File: config.mk
export PLATFORM = sky130hd
export DESIGN_NAME = uart_rx
export DESIGN_NICKNAME = d
export VERILOG_FILES = /design/src/rtl/uart_pkg.sv /design/src/rtl/uart_baud_tick.sv /design/src/rtl/uart_rx.sv
export SDC_FILE = /design/constraint.sdc
export NUM_CORES = 1
export LEC_CHECK = 0
export ABC_AREA = 1
export BUFFER_PORTS_ARGS = -buffer_cell sky130_fd_sc_hd__buf_2
export CAP_MARGIN = 20
export CELL_PAD_IN_SITES_DETAIL_PLACEMENT = 1
export CELL_PAD_IN_SITES_GLOBAL_PLACEMENT = 2
export CORE_ASPECT_RATIO = 0.6
export CORE_MARGIN = 2
export CORE_UTILIZATION = 32
export CTS_CLUSTER_SIZE = 40
export DETAILED_ROUTE_END_ITERATION = 16
export PLACE_DENSITY_LB_ADDON = 0.1
export SKIP_LAST_GASP = 1
export SYNTH_ARGS = -nofsm -noshare
export SYNTH_HDL_FRONTEND = slang
export SYNTH_SLANG_ARGS = --single-unit
File: constraint.sdc
create_clock -name iClk -period 1.75 [get_ports iClk]
set_clock_uncertainty 0.1 [all_clocks]
set_input_delay 0.0875 -clock iClk [delete_from_list [all_inputs] [get_ports iClk]]
set_output_delay 0.0875 -clock iClk [all_outputs]
set_load 0.02 [all_outputs]
File: src/rtl/uart_pkg.sv
// -----------------------------------------------------------------------------
// uart_pkg
//   Shared definitions for the UART receive path (and the matching transmitter).
//   Holds the receiver state encoding and the oversampling constants that the
//   sample counter compares against.
//
//   Contents:
//     uart_state_e  - receiver FSM states
//     OVERSAMPLE    - ticks per bit (fixed at 16)
//     MID_SAMPLE    - sample index at the middle of the start bit
//     LAST_SAMPLE   - sample index at which data/parity/stop bits are taken
// -----------------------------------------------------------------------------
package uart_pkg;

  typedef enum logic [2:0] {
    IDLE      = 3'd0,
    START     = 3'd1,
    DATA      = 3'd2,
    PARITY    = 3'd3,
    STOP      = 3'd4,
    WAIT_HIGH = 3'd5
  } uart_state_e;

  localparam int         OVERSAMPLE  = 16;
  localparam int         SAMPLE_W    = 4;
  localparam logic [3:0] MID_SAMPLE  = 4'd7;
  localparam logic [3:0] LAST_SAMPLE = 4'd15;

endpackage

File: src/rtl/uart_baud_tick.sv
// -----------------------------------------------------------------------------
// uart_baud_tick
//   Free-running divider producing one oversampling tick every CLKS_PER_TICK
//   clocks. A synchronous clear restarts the count so the tick phase can be
//   aligned to an external event (the start edge on the receive side).
//
//   Parameters:
//     CLKS_PER_TICK  clocks per tick, >= 2
//   Ports:
//     clk_i   in  1  clock, rising edge
//     rst_i   in  1  synchronous active-high reset
//     clr_i   in  1  synchronous clear of the divider count
//     tick_o  out 1  one-cycle tick, high in the last count of each period
// -----------------------------------------------------------------------------
module uart_baud_tick #(
  parameter int CLKS_PER_TICK = 4
) (
  input  logic clk_i,
  input  logic rst_i,
  input  logic clr_i,
  output logic tick_o
);

  localparam int                CNT_W    = $clog2(CLKS_PER_TICK);
  localparam logic [CNT_W-1:0]  CNT_LAST = CNT_W'(CLKS_PER_TICK - 1);

  logic [CNT_W-1:0] cnt_q;
  logic [CNT_W-1:0] cnt_d;

  always_comb begin
    cnt_d = cnt_q + 1'b1;
    if (clr_i || (cnt_q == CNT_LAST)) begin
      cnt_d = '0;
    end
  end

  always_ff @(posedge clk_i) begin
    if (rst_i) begin
      cnt_q <= '0;
    end else begin
      cnt_q <= cnt_d;
    end
  end

  assign tick_o = (cnt_q == CNT_LAST);

endmodule

File: src/rtl/uart_rx.sv
// -----------------------------------------------------------------------------
// uart_rx
//   16x oversampling UART receiver: 1 start bit, 8 data bits LSB first,
//   1 stop bit (plus an even parity bit when UART_RX_PARITY_EN is defined).
//   The line is synchronized, a falling edge starts a frame, the start bit is
//   re-checked at mid-bit, and each following bit is taken at sample 15 of
//   its period (mid-bit relative to the start edge).
//
//   Build option:
//     UART_RX_PARITY_EN  adds the PARITY state and the oParityErr output.
//
//   Parameters:
//     CLK_HZ, BAUD   clock frequency and line rate
//     OVERSAMPLE     ticks per bit, must be 16
//   Ports:
//     iClk        in  1  clock, rising edge
//     iRst        in  1  synchronous active-high reset
//     iRx         in  1  asynchronous serial line, idle high
//     oData       out 8  last correctly received byte
//     oValid      out 1  one-cycle strobe, oData updated this cycle
//     oFrameErr   out 1  one-cycle strobe, stop bit sampled low
//     oBusy       out 1  high from start detection until back in IDLE
//     oParityErr  out 1  one-cycle strobe, parity mismatch (option only)
// -----------------------------------------------------------------------------
module uart_rx #(
  parameter int CLK_HZ     = 50_000_000,
  parameter int BAUD       = 9600,
  parameter int OVERSAMPLE = 16
) (
  input  logic       iClk,
  input  logic       iRst,
  input  logic       iRx,
  output logic [7:0] oData,
  output logic       oValid,
  output logic       oFrameErr,
  output logic       oBusy
`ifdef UART_RX_PARITY_EN
  ,
  output logic       oParityErr
`endif
);

  import uart_pkg::*;

  localparam int CLKS_PER_TICK = CLK_HZ / (BAUD * OVERSAMPLE);

  generate
    if (OVERSAMPLE != uart_pkg::OVERSAMPLE) begin : g_bad_oversample
      $error("uart_rx: OVERSAMPLE must be 16");
    end
    if (CLKS_PER_TICK < 2) begin : g_bad_divider
      $error("uart_rx: CLK_HZ/(BAUD*OVERSAMPLE) must be at least 2");
    end
  endgenerate

  // Synchronizer and edge history; all idle high so reset never fakes a start.
  logic rx_s1_q;
  logic rx_s2_q;
  logic rx_prev_q;

  uart_state_e           state_q, state_d;
  logic [SAMPLE_W-1:0]   sample_q, sample_d;
  logic [2:0]            bit_q, bit_d;
  logic [7:0]            shift_q, shift_d;
  logic [7:0]            data_q, data_d;
  logic                  valid_q, valid_d;
  logic                  ferr_q, ferr_d;
  logic                  tick;
  logic                  tick_clr;
  logic                  start_edge;
`ifdef UART_RX_PARITY_EN
  logic                  perr_q, perr_d;
  logic                  pbad_q, pbad_d;
`endif

  uart_baud_tick #(
    .CLKS_PER_TICK (CLKS_PER_TICK)
  ) u_tick (
    .clk_i  (iClk),
    .rst_i  (iRst),
    .clr_i  (tick_clr),
    .tick_o (tick)
  );

  assign start_edge = rx_prev_q && !rx_s2_q;

  always_comb begin
    state_d  = state_q;
    sample_d = sample_q;
    bit_d    = bit_q;
    shift_d  = shift_q;
    data_d   = data_q;
    valid_d  = 1'b0;
    ferr_d   = 1'b0;
    tick_clr = 1'b0;
`ifdef UART_RX_PARITY_EN
    perr_d   = 1'b0;
    pbad_d   = pbad_q;
`endif

    case (state_q)
      IDLE: begin
        if (start_edge) begin
          // Restart the divider so every later sample is phase-locked to the edge.
          tick_clr = 1'b1;
          sample_d = '0;
          bit_d    = '0;
          state_d  = START;
`ifdef UART_RX_PARITY_EN
          pbad_d   = 1'b0;
`endif
        end
      end

      START: begin
        if (tick) begin
          if (sample_q == MID_SAMPLE) begin
            // Restarting at mid-start puts each sample 15 at the middle of a bit.
            sample_d = '0;
            state_d  = rx_s2_q ? IDLE : DATA;
          end else begin
            sample_d = sample_q + 4'd1;
          end
        end
      end

      DATA: begin
        if (tick) begin
          sample_d = sample_q + 4'd1;
          if (sample_q == LAST_SAMPLE) begin
            shift_d[bit_q] = rx_s2_q;
            bit_d          = bit_q + 3'd1;
            if (bit_q == 3'd7) begin
`ifdef UART_RX_PARITY_EN
              state_d = PARITY;
`else
              state_d = STOP;
`endif
            end
          end
        end
      end

`ifdef UART_RX_PARITY_EN
      PARITY: begin
        if (tick) begin
          sample_d = sample_q + 4'd1;
          if (sample_q == LAST_SAMPLE) begin
            // Even parity: data bits plus parity bit must XOR to zero.
            if ((^shift_q) ^ rx_s2_q) begin
              perr_d = 1'b1;
              pbad_d = 1'b1;
            end
            state_d = STOP;
          end
        end
      end
`endif

      STOP: begin
        if (tick) begin
          sample_d = sample_q + 4'd1;
          if (sample_q == LAST_SAMPLE) begin
            if (rx_s2_q) begin
`ifdef UART_RX_PARITY_EN
              if (!pbad_q) begin
                data_d  = shift_q;
                valid_d = 1'b1;
              end
`else
              data_d  = shift_q;
              valid_d = 1'b1;
`endif
              state_d = IDLE;
            end else begin
              ferr_d  = 1'b1;
              state_d = WAIT_HIGH;
            end
          end
        end
      end

      WAIT_HIGH: begin
        // A break or stuck-low line must end before a new start can be seen.
        if (rx_s2_q) begin
          state_d = IDLE;
        end
      end

      default: begin
        state_d = IDLE;
      end
    endcase
  end

  always_ff @(posedge iClk) begin
    if (iRst) begin
      rx_s1_q   <= 1'b1;
      rx_s2_q   <= 1'b1;
      rx_prev_q <= 1'b1;
      state_q   <= IDLE;
      sample_q  <= '0;
      bit_q     <= '0;
      data_q    <= 8'h00;
      valid_q   <= 1'b0;
      ferr_q    <= 1'b0;
`ifdef UART_RX_PARITY_EN
      perr_q    <= 1'b0;
      pbad_q    <= 1'b0;
`endif
    end else begin
      rx_s1_q   <= iRx;
      rx_s2_q   <= rx_s1_q;
      rx_prev_q <= rx_s2_q;
      state_q   <= state_d;
      sample_q  <= sample_d;
      bit_q     <= bit_d;
      data_q    <= data_d;
      valid_q   <= valid_d;
      ferr_q    <= ferr_d;
`ifdef UART_RX_PARITY_EN
      perr_q    <= perr_d;
      pbad_q    <= pbad_d;
`endif
    end
  end

  // Shift register is pure datapath; every bit is rewritten before each load.
  always_ff @(posedge iClk) begin
    shift_q <= shift_d;
  end

  assign oData     = data_q;
  assign oValid    = valid_q;
  assign oFrameErr = ferr_q;
  assign oBusy     = (state_q != IDLE);
`ifdef UART_RX_PARITY_EN
  assign oParityErr = perr_q;
`endif

endmodule

==> results of run 1 <==
-- worst min path at each step --
stage,start,to,slack (ns),depth (start not counted)
after floorplan,iRx,rx_s1_q$_SDFF_PP1_,0.09,1
after global routing,rx_s1_q$_SDFF_PP1_,rx_s2_q$_SDFF_PP1_,0.32,1
after detailed placement,iRx,rx_s1_q$_SDFF_PP1_,0.18,2
after global placement,iRx,rx_s1_q$_SDFF_PP1_,0.18,2
after CTS,rx_s1_q$_SDFF_PP1_,rx_s2_q$_SDFF_PP1_,0.32,1
final,rx_s1_q$_SDFF_PP1_,rx_s2_q$_SDFF_PP1_,0.31,1
-- worst register-to-register path: stages (launching register included) --
cell     delay [ns]
dfxtp_2        0.32
inv_1          0.05
ha_1           0.13
nand2_1        0.06
nor2_2         0.13
nand2_4        0.08
nor2_2         0.15
nand3_2        0.15
nor3_1         0.20
-- repair_timing --
action,4_1_cts,5_1_grt
setup endpoints to repair,5,24
hold endpoints to repair,2,0
resized for setup,3,18
pin swaps,0,6
hold buffers,2,0
setup buffers,0,1
-- registers in the layout, indices dropped and copies added (netlist names), 3 cells and up --
| register | count |
|---|---|
| oData | 8 |
| sample_q | 4 |
| bit_q | 3 |
| u_tick.cnt_q | 9 |
| state_q | 3 |
| shift_q | 8 |
-- through the flow --
step	hold slack, ns	setup TNS [ns]	power, mW	instance area [sq um]	utilization
final	0.313	0	3.21	2380	0.423
after global routing	0.322	-0.118	3.48	2380	0.423
after CTS	0.316	0	3.21	2330	0.415
after detailed placement	0.177	-0.0465	2.41	2190	0.389
after global placement	0.176	0	2.40	2190	0.389
after floorplan	0.0913	0	2.03	1890	-
-- routing by layer --
| metal | part of all wire | GRT usage |
|---|---|---|
| met3 | 0.029 | 0.0344 |
| met2 | 0.39 | 0.210 |
| met1 | 0.57 | 0.249 |
| met5 | 0 | 0 |
| met4 | 0.014 | 0.0543 |
-- logic make-up (layout without fill, tap and decap cells) --
kind of cell | after synthesis | count (layout)
simple gates | 120 | 120
flops | 40 | 40
compound gates | 37 | 37
buf+inv | 26 | 68
fa+ha+maj | 5 | 5
xor+xnor | 3 | 3
-- Yosys cell counts (2+ instances only) --
library cell  count
inv_2             4
nand4_1           3
nand2_4           3
o21ai_0           5
or2_2             3
inv_1            18
nor2_2            4
o21ai_1           8
dfxtp_1          32
nor3_1           11
a21oi_4           2
ha_1              5
a21oi_1          18
nand3b_1          2
nand3_1          17
nor2_4            2
xor2_1            3
edfxtp_1          8
nor2_1           28
nand2_1          39
nand2_2           5
-- layout make-up --
cell class / count / area [sq um] / share of cell area
multi-input cells: 165 / 942 / 0.396
flip-flops and latches: 40 / 888 / 0.373
repair buffers: 36 / 246 / 0.104
well taps: 80 / 100 / 0.0420
inverters: 24 / 92.6 / 0.0389
clock buffers: 5 / 68.8 / 0.0289
clock inverters: 3 / 42.5 / 0.0179
-- report_power, final --
group          total, mW  leakage, nW  internal (mW)  switching [mW]
registers           1.12        0.332           1.02           0.103
clock network      0.778       0.0558          0.423           0.355
logic               1.31        0.614          0.505           0.806
total               3.21         1.00           1.95            1.26
==> flow_metrics.env, run 1 <==
export IMPL_rows=21
export IMPL_place_congestion=0.745
export IMPL_drive_above_1_share=0.322
export IMPL_drv_slew=0
export IMPL_nFillCells=705
export IMPL_cp_end_kind="flop"
export IMPL_via_count=1572
export IMPL_path_common_cell="nor2_2"
export IMPL_r2r_start="u_tick.cnt_q[0]$_SDFF_PP0_"
export IMPL_die_x_um=103
export IMPL_grt_use_total=0.159
export IMPL_final_common_cell="nand2_1"
export IMPL_cpPeakStageDelay_ns=0.32
export IMPL_final_antenna_net_count=0
export IMPL_yosysSeqAreaShare=0.467
export IMPL_cts_sinks=40
export IMPL_regToRegSetupSlack_ns=0.09
export IMPL_endpoint="shift_q[3]$_DFFE_PP_"
export IMPL_wl_per_cell_um=12.8
export IMPL_crit_cells=8
export IMPL_period_needed_ns=1.66
export IMPL_drc=0
export IMPL_synth_compound_area_frac=0.117
export IMPL_synthXorXnorAreaFrac=0.0139
export IMPL_yosys_area_top_type="dfxtp_1"
export IMPL_cp_startpoint="u_tick.cnt_q[0]$_SDFF_PP0_"
export IMPL_netlist_area_sq_um=1890
export IMPL_drv_cap=0
export IMPL_antenna_found_initial=0
export IMPL_boundaryPins=14
export IMPL_fin_nets=280
export IMPL_dieHeight_um=63.5
export IMPL_place_port_buffers=13
export IMPL_instances_no_fill=353
export IMPL_ys_types=32
export IMPL_rsz0062_at_grt="yes"
export IMPL_initial_core_util=0.336
export IMPL_grt_pass1_vias=1619
export IMPL_vias_per_cell=4.45
export IMPL_wirelength_um=4530
export IMPL_tightest_slew_ns=0.335
export IMPL_crit_required_ns=1.65
export IMPL_core_area_sq_um=5620
export IMPL_syn_inst=231
export IMPL_critical_path_slowest_cell="dfxtp_2"
export IMPL_synth_edf_count=8
export IMPL_ir_worst_vdd_v=0.000712
export IMPL_initialDrtViolationCount=30
export IMPL_antennaDiodeCount=0
export IMPL_dp_cells=342
export IMPL_power_density_nw_per_um2=1350
export IMPL_grt_start_max_net_pins=15
export IMPL_syn_avg_cell_area_sq_um=8.17
export IMPL_p_leak_nw=1.00
export IMPL_hold_viol=0
export IMPL_synthArstFlopShare=0
export IMPL_synth_top_family_by_area="simple AND/OR/NAND/NOR gates"
export IMPL_cts_tree="built"
export IMPL_max_slew_margin=0.775
export IMPL_worst_slack_ns=0.0899
export IMPL_clkSlewWorstSetupHoldPaths_ns=0.08
export IMPL_layout_common_cells="nand2_1 (38), dfxtp_1 (26), nor2_1 (23)"
export IMPL_grt_overflow=0
export IMPL_timing_rr_end="shift_q[3]$_DFFE_PP_"
export IMPL_path_cells="inv_1, ha_1, nand2_1, nor2_2, nand2_4, nor2_2, nand3_2, nor3_1"
export IMPL_setup_viol=0
export IMPL_rr_worst_depth=8
export IMPL_synthToLayoutAreaGrowth_pct=26.1
export IMPL_synth_top_area_share=0.339
export IMPL_worstPathArrival_ns=1.56
export IMPL_synth_fa_ha_area_frac=0.0331
export IMPL_htreeDepth=2
export IMPL_preCtsSetupSlack_ns=-0.0249
export IMPL_root_buffer="clkbuf_8"
export IMPL_yosysWarningCount=0
export IMPL_dieArea_sq_um=6550
export IMPL_clock_fmax_ghz=0.602
export IMPL_yosys_most_used_dff="dfxtp_1"
export IMPL_clk_latency_ns=0.30
export IMPL_crit_family="simple AND/OR/NAND/NOR gates"
export IMPL_cp_num_buf_inv=1
export IMPL_grt_pass1_wl_um=7980
export IMPL_synthTopCellsByArea="dfxtp_1 (34%), edfxtp_1 (13%), nand2_1 (7.8%)"
export IMPL_dpl_hpwl_um=3390
export IMPL_worstHoldPathType="flop to flop"
export IMPL_cts_inserted_buffers=5
export IMPL_startpoint_type="flop"
export IMPL_cp_max_fo=4
export IMPL_synthMuxAreaShare=0
export IMPL_status="finished clean"
export IMPL_syn_nets=239
export IMPL_yosys_area_share_simple=0.313
export IMPL_finalCritPeriodShare=0.949
export IMPL_ys_seq_elements=40
export IMPL_clk_path_buf_depth=2
export IMPL_crit_type="flop to flop"
export IMPL_drtPass1Iterations=4
(Power assumes the default switching activity.)
==> run 2, diff against run 1 <==
--- a/config.mk
+++ b/config.mk
@@ -15,2 +15,3 @@
 export CORE_UTILIZATION = 32
+export CTS_BUF_LIST = sky130_fd_sc_hd__clkbuf_4 sky130_fd_sc_hd__clkbuf_8 sky130_fd_sc_hd__clkbuf_16
 export CTS_CLUSTER_SIZE = 40
==> constraint.sdc (replaced) <==
create_clock -name iClk -period 1.75 [get_ports iClk]
set_clock_uncertainty 0.1 [all_clocks]
set_input_delay 0.35 -clock iClk [delete_from_list [all_inputs] [get_ports iClk]]
set_output_delay 0.35 -clock iClk [all_outputs]
set_load 0.05 [all_outputs]
==> flow_metrics.env, run 2 (synthesis results as in run 1) <==
export IMPL_rows=21
export IMPL_status="finished clean"
export IMPL_clk_latency_ns=0.31
export IMPL_initial_core_util=0.336
export IMPL_crit_required_ns=1.30
export IMPL_tns_ns=0
export IMPL_fin_nets=283
export IMPL_setup_viol=0
export IMPL_antenna_found_initial=0
export IMPL_final_common_cell="nand2_1"
export IMPL_holdBufCountCts=0
export IMPL_core_area_sq_um=5620
export IMPL_via_count=1632
export IMPL_hold_viol=0
export IMPL_cp_max_fo=5
export IMPL_cts_tree="built"
export IMPL_initialDrtViolationCount=33
export IMPL_grt_use_total=0.150
export IMPL_p_leak_nw=1.02
export IMPL_grt_pass1_vias=1610
export IMPL_largest_reg_flops=9
export IMPL_grt_start_max_net_pins=15
export IMPL_dpl_hpwl_um=3320
export IMPL_regToRegSetupSlack_ns=0.09
export IMPL_grt_pass1_wl_um=7530
export IMPL_max_slew_margin=0.773
export IMPL_wirelength_um=4680
export IMPL_period_needed_ns=1.68
export IMPL_wl_per_cell_um=13.1
export IMPL_cts_sinks=40
export IMPL_dieHeight_um=63.5
export IMPL_die_x_um=103
export IMPL_startpoint_type="flop"
export IMPL_cts_inserted_buffers=5
export IMPL_drv_cap=0
export IMPL_vias_per_cell=4.58
export IMPL_top_register="u_tick.cnt_q"
export IMPL_nFillCells=694
export IMPL_place_congestion=0.740
export IMPL_cp_end_kind="primary output"
export IMPL_clk_path_buf_depth=2
export IMPL_tightest_slew_ns=0.337
export IMPL_drive_above_1_share=0.370
export IMPL_place_port_buffers=13
export IMPL_root_buffer="clkbuf_8"
export IMPL_ir_worst_vdd_v=0.000849
export IMPL_finalCritPeriodShare=0.961
export IMPL_crit_type="flop to primary output"
export IMPL_synthToLayoutAreaGrowth_pct=29.6
export IMPL_power_density_nw_per_um2=1430
export IMPL_drtPass1Iterations=4
export IMPL_htreeDepth=2
export IMPL_final_antenna_net_count=0
export IMPL_clkSlewWorstSetupHoldPaths_ns=0.08
export IMPL_layout_common_cells="nand2_1 (34), nor2_1 (26), dfxtp_1 (25)"
export IMPL_drv_slew=0
export IMPL_worstPathArrival_ns=1.23
export IMPL_antennaDiodeCount=0
export IMPL_drc=0
export IMPL_boundaryPins=14
export IMPL_clock_fmax_ghz=0.594
export IMPL_grt_overflow=0
export IMPL_fin_hold_ws_ns=0.129
export IMPL_worstHoldPathType="input pin to flop"
export IMPL_dieArea_sq_um=6550
[run 2: cell types whose count changed in the layout (fill, tap and decap cells not counted), sizes merged]
cell / previous run / this run
buf: 34 / 39
clkinv: 3 / 1
clkinvlp: 0 / 1
dlygate4sd3: 2 / 0
inv: 23 / 24
[run 2: report_power, final]
group | switching, mW | internal (mW)
Clock | 0.387 | 0.430
Sequential | 0.104 | 1.02
Combinational | 0.933 | 0.616
Total | 1.42 | 2.07
[run 2: final cells by class]
cell class / count / area [sq um] / area share
inverter: 24 / 92.6 / 0.0379
clock inverter: 3 / 46.3 / 0.0189
timing repair buffer: 39 / 268 / 0.109
sequential: 40 / 890 / 0.364
clock buffer: 5 / 68.8 / 0.0281
multi-input combinational: 165 / 981 / 0.401
tap: 80 / 100 / 0.0409
[run 2: metal layers]
layer,routed length (um),track usage
met5,0,0
met4,73,0.0543
met3,169,0.0400
met2,1830,0.204
met1,2610,0.223
[run 2: worst max-delay path, stage by stage (launching register included)]
cell     delay (ns)
dfxtp_1        0.46
nor2_2         0.10
nand2_2        0.10
buf_2          0.27
[run 2: final timing paths]
kind,startpoint,to,depth (start not counted)
hold reg to reg,rx_s1_q$_SDFF_PP1_,rx_s2_q$_SDFF_PP1_,1
setup reg to reg,u_tick.cnt_q[1]$_SDFF_PP0_,state_q[0]$_SDFFE_PP0P_,11
hold / removal,iRx,rx_s1_q$_SDFF_PP1_,2
setup / recovery,state_q[2]$_SDFFE_PP0P_,oBusy,3
[run 2: metrics by stage]
stage / util / power, mW / worst slack (ns) / instance area, sq um / std cells
after floorplan: - / 2.08 / 0.0908 / 1890 / 231
after global placement: 0.391 / 2.45 / 0.00667 / 2200 / 343
after detailed placement: 0.391 / 2.44 / -0.0505 / 2200 / 343
after CTS: 0.413 / 3.27 / 0.00297 / 2320 / 351
after global routing: 0.435 / 3.72 / -0.0169 / 2450 / 356
final: 0.435 / 3.49 / 0.0675 / 2450 / 356
[run 2: timing repair]
action / CTS / global route
endpoints found under the setup margin: 5 / 24
pin swaps: 0 / 6
resized for setup: 3 / 29
gates cloned: 0 / 0
setup buffers: 0 / 5
==> run 3, diff against run 2 <==
- CELL_PAD_IN_SITES_DETAIL_PLACEMENT: 1 -> 0
- CELL_PAD_IN_SITES_GLOBAL_PLACEMENT: 2 -> 1
- CORE_UTILIZATION: 32 -> 40
==> flow_metrics.env, run 3 (synthesis results as in run 1) <==
export IMPL_startpoint_type="flop"
export IMPL_finalCritPeriodShare=0.971
export IMPL_cts_tree="built"
export IMPL_tightest_slew_ns=0.376
export IMPL_nFillCells=445
export IMPL_synthToLayoutAreaGrowth_pct=25.7
export IMPL_rr_worst_depth=11
export IMPL_tns_ns=0
export IMPL_wl_per_cell_um=12.8
export IMPL_grt_pass1_wl_um=7000
export IMPL_grt_use_total=0.173
export IMPL_dieHeight_um=57.2
export IMPL_sequentialPowerShare=0.338
export IMPL_htreeDepth=2
export IMPL_cp_end_kind="primary output"
export IMPL_p_sw_frac=0.402
export IMPL_grt_start_max_net_pins=15
export IMPL_top_register="u_tick.cnt_q"
export IMPL_rows=19
export IMPL_place_port_buffers=13
export IMPL_setup_viol=0
export IMPL_clk_path_buf_depth=2
export IMPL_holdBufCountCts=0
export IMPL_hp_start="iRx"
export IMPL_p_switching_mw=1.33
export IMPL_root_buffer="clkbuf_8"
export IMPL_max_slew_margin=0.749
export IMPL_power_density_nw_per_um2=1400
export IMPL_largest_reg_flops=9
export IMPL_antennaDiodeCount=0
export IMPL_status="finished clean"
export IMPL_drive_above_1_share=0.332
export IMPL_worstHoldPathType="input pin to flop"
export IMPL_crit_required_ns=1.30
export IMPL_worstPathArrival_ns=1.25
export IMPL_period_needed_ns=1.70
export IMPL_fin_nets=278
export IMPL_antenna_found_initial=0
export IMPL_core_area_sq_um=4560
export IMPL_initialDrtViolationCount=66
export IMPL_boundaryPins=14
export IMPL_final_antenna_net_count=0
export IMPL_drtPass1Iterations=4
export IMPL_wirelength_um=4290
export IMPL_rsz0062_at_grt="yes"
export IMPL_hold_viol=0
export IMPL_drv_cap=0
export IMPL_vias_per_cell=4.81
export IMPL_intPower_mw=1.98
export IMPL_clk_latency_ns=0.29
export IMPL_p_leak_nw=1.02
export IMPL_clkSlewWorstSetupHoldPaths_ns=0.08
export IMPL_final_area_sq_um=2370
export IMPL_fin_util=0.520
export IMPL_regToRegSetupSlack_ns=0.06
export IMPL_cp_max_fo=7
export IMPL_cts_inserted_buffers=5
export IMPL_place_congestion=0.853
export IMPL_dpl_hpwl_um=3060
export IMPL_cts_sinks=40
export IMPL_placed_area_sq_um=2160
export IMPL_grt_pass1_vias=1413
export IMPL_die_x_um=92.7
export IMPL_drc=0
export IMPL_r2r_start="u_tick.cnt_q[1]$_SDFF_PP0_"
export IMPL_hold_path_end="rx_s1_q$_SDFF_PP1_"
export IMPL_hold_path_depth=2
export IMPL_ir_worst_vdd_v=0.000527
export IMPL_initial_core_util=0.414
export IMPL_crit_type="flop to primary output"
export IMPL_clock_fmax_ghz=0.588
export IMPL_pwr_share_clk=0.230
export IMPL_final_common_cell="nand2_1"
export IMPL_via_count=1608
export IMPL_comb_power_share=0.432
export IMPL_timing_rr_end="state_q[2]$_SDFFE_PP0P_"
export IMPL_layout_common_cells="nand2_1 (37), dfxtp_1 (28), nor2_1 (24)"
export IMPL_dieArea_sq_um=5300
export IMPL_grt_overflow=0
export IMPL_drv_slew=0
run 3: cell count changes in the layout (fill, tap and decap cells not counted), sizes merged:
cell	change
clkbuf	+1
buf	-5
inv	-1
clkinvlp	-1
clkinv	+1
run 3: metal layers:
layer  up-vias  wire [um]  track usage
met3         5        211       0.0449
li1        844          -            -
met4         0         39       0.0504
met1       719       2400        0.281
met2        40       1640        0.220
met5         -          0            0
run 3: worst max path at each step:
stage / startpoint / to
after floorplan: u_tick.cnt_q[0]$_SDFF_PP0_ / shift_q[1]$_DFFE_PP_
after global placement: u_tick.cnt_q[1]$_SDFF_PP0_ / shift_q[7]$_DFFE_PP_
after detailed placement: u_tick.cnt_q[1]$_SDFF_PP0_ / shift_q[7]$_DFFE_PP_
after CTS: u_tick.cnt_q[1]$_SDFF_PP0_ / bit_q[1]$_SDFFE_PP0P_
after global routing: u_tick.cnt_q[1]$_SDFF_PP0_ / bit_q[1]$_SDFFE_PP0P_
final: state_q[2]$_SDFFE_PP0P_ / oBusy
run 3: power groups by stage:
stage	Sequential, mW	Clock, mW	Combinational [mW]
2_1_floorplan	1.12	0	0.961
3_3_place_gp	1.13	0	1.32
3_5_place_dp	1.13	0	1.30
4_1_cts	1.11	0.784	1.31
5_1_grt	1.13	0.818	1.58
6_report	1.12	0.762	1.43
run 3: repair_timing:
action | in CTS | in global routing
pin swaps | 0 | 3
endpoints found under the setup margin | 7 | 18
endpoints found under the hold margin | 0 | 0
setup buffers | 0 | 2
gates resized for setup | 5 | 18
run 3: worst max-delay path, cell delays in order, from the launching register on:
cell     delay (ns)
dfxtp_2        0.38
nor2_2         0.22
nand2_2        0.12
buf_2          0.23
run 3: layout make-up:
class                   count  area [sq um]  share of cell area
clock buffers               6          76.3              0.0322
clock inverters             2          35.0              0.0148
inverters                  24          92.6              0.0390
multi-input cells         165           982               0.414
flip-flops and latches     40           886               0.373
well taps                  63          78.8              0.0332
repair buffers             34           223              0.0938
run 3: stage by stage:
stage | instances | power [mW] | setup WS [ns] | hold WS (ns)
after floorplan | 231 | 2.08 | 0.0908 | 0.289
after global placement | 324 | 2.45 | 0.0149 | 0.295
after detailed placement | 324 | 2.43 | -0.0456 | 0.303
after CTS | 332 | 3.21 | -0.00101 | 0.131
after global routing | 334 | 3.52 | -0.0279 | 0.138
final | 334 | 3.31 | 0.0499 | 0.140
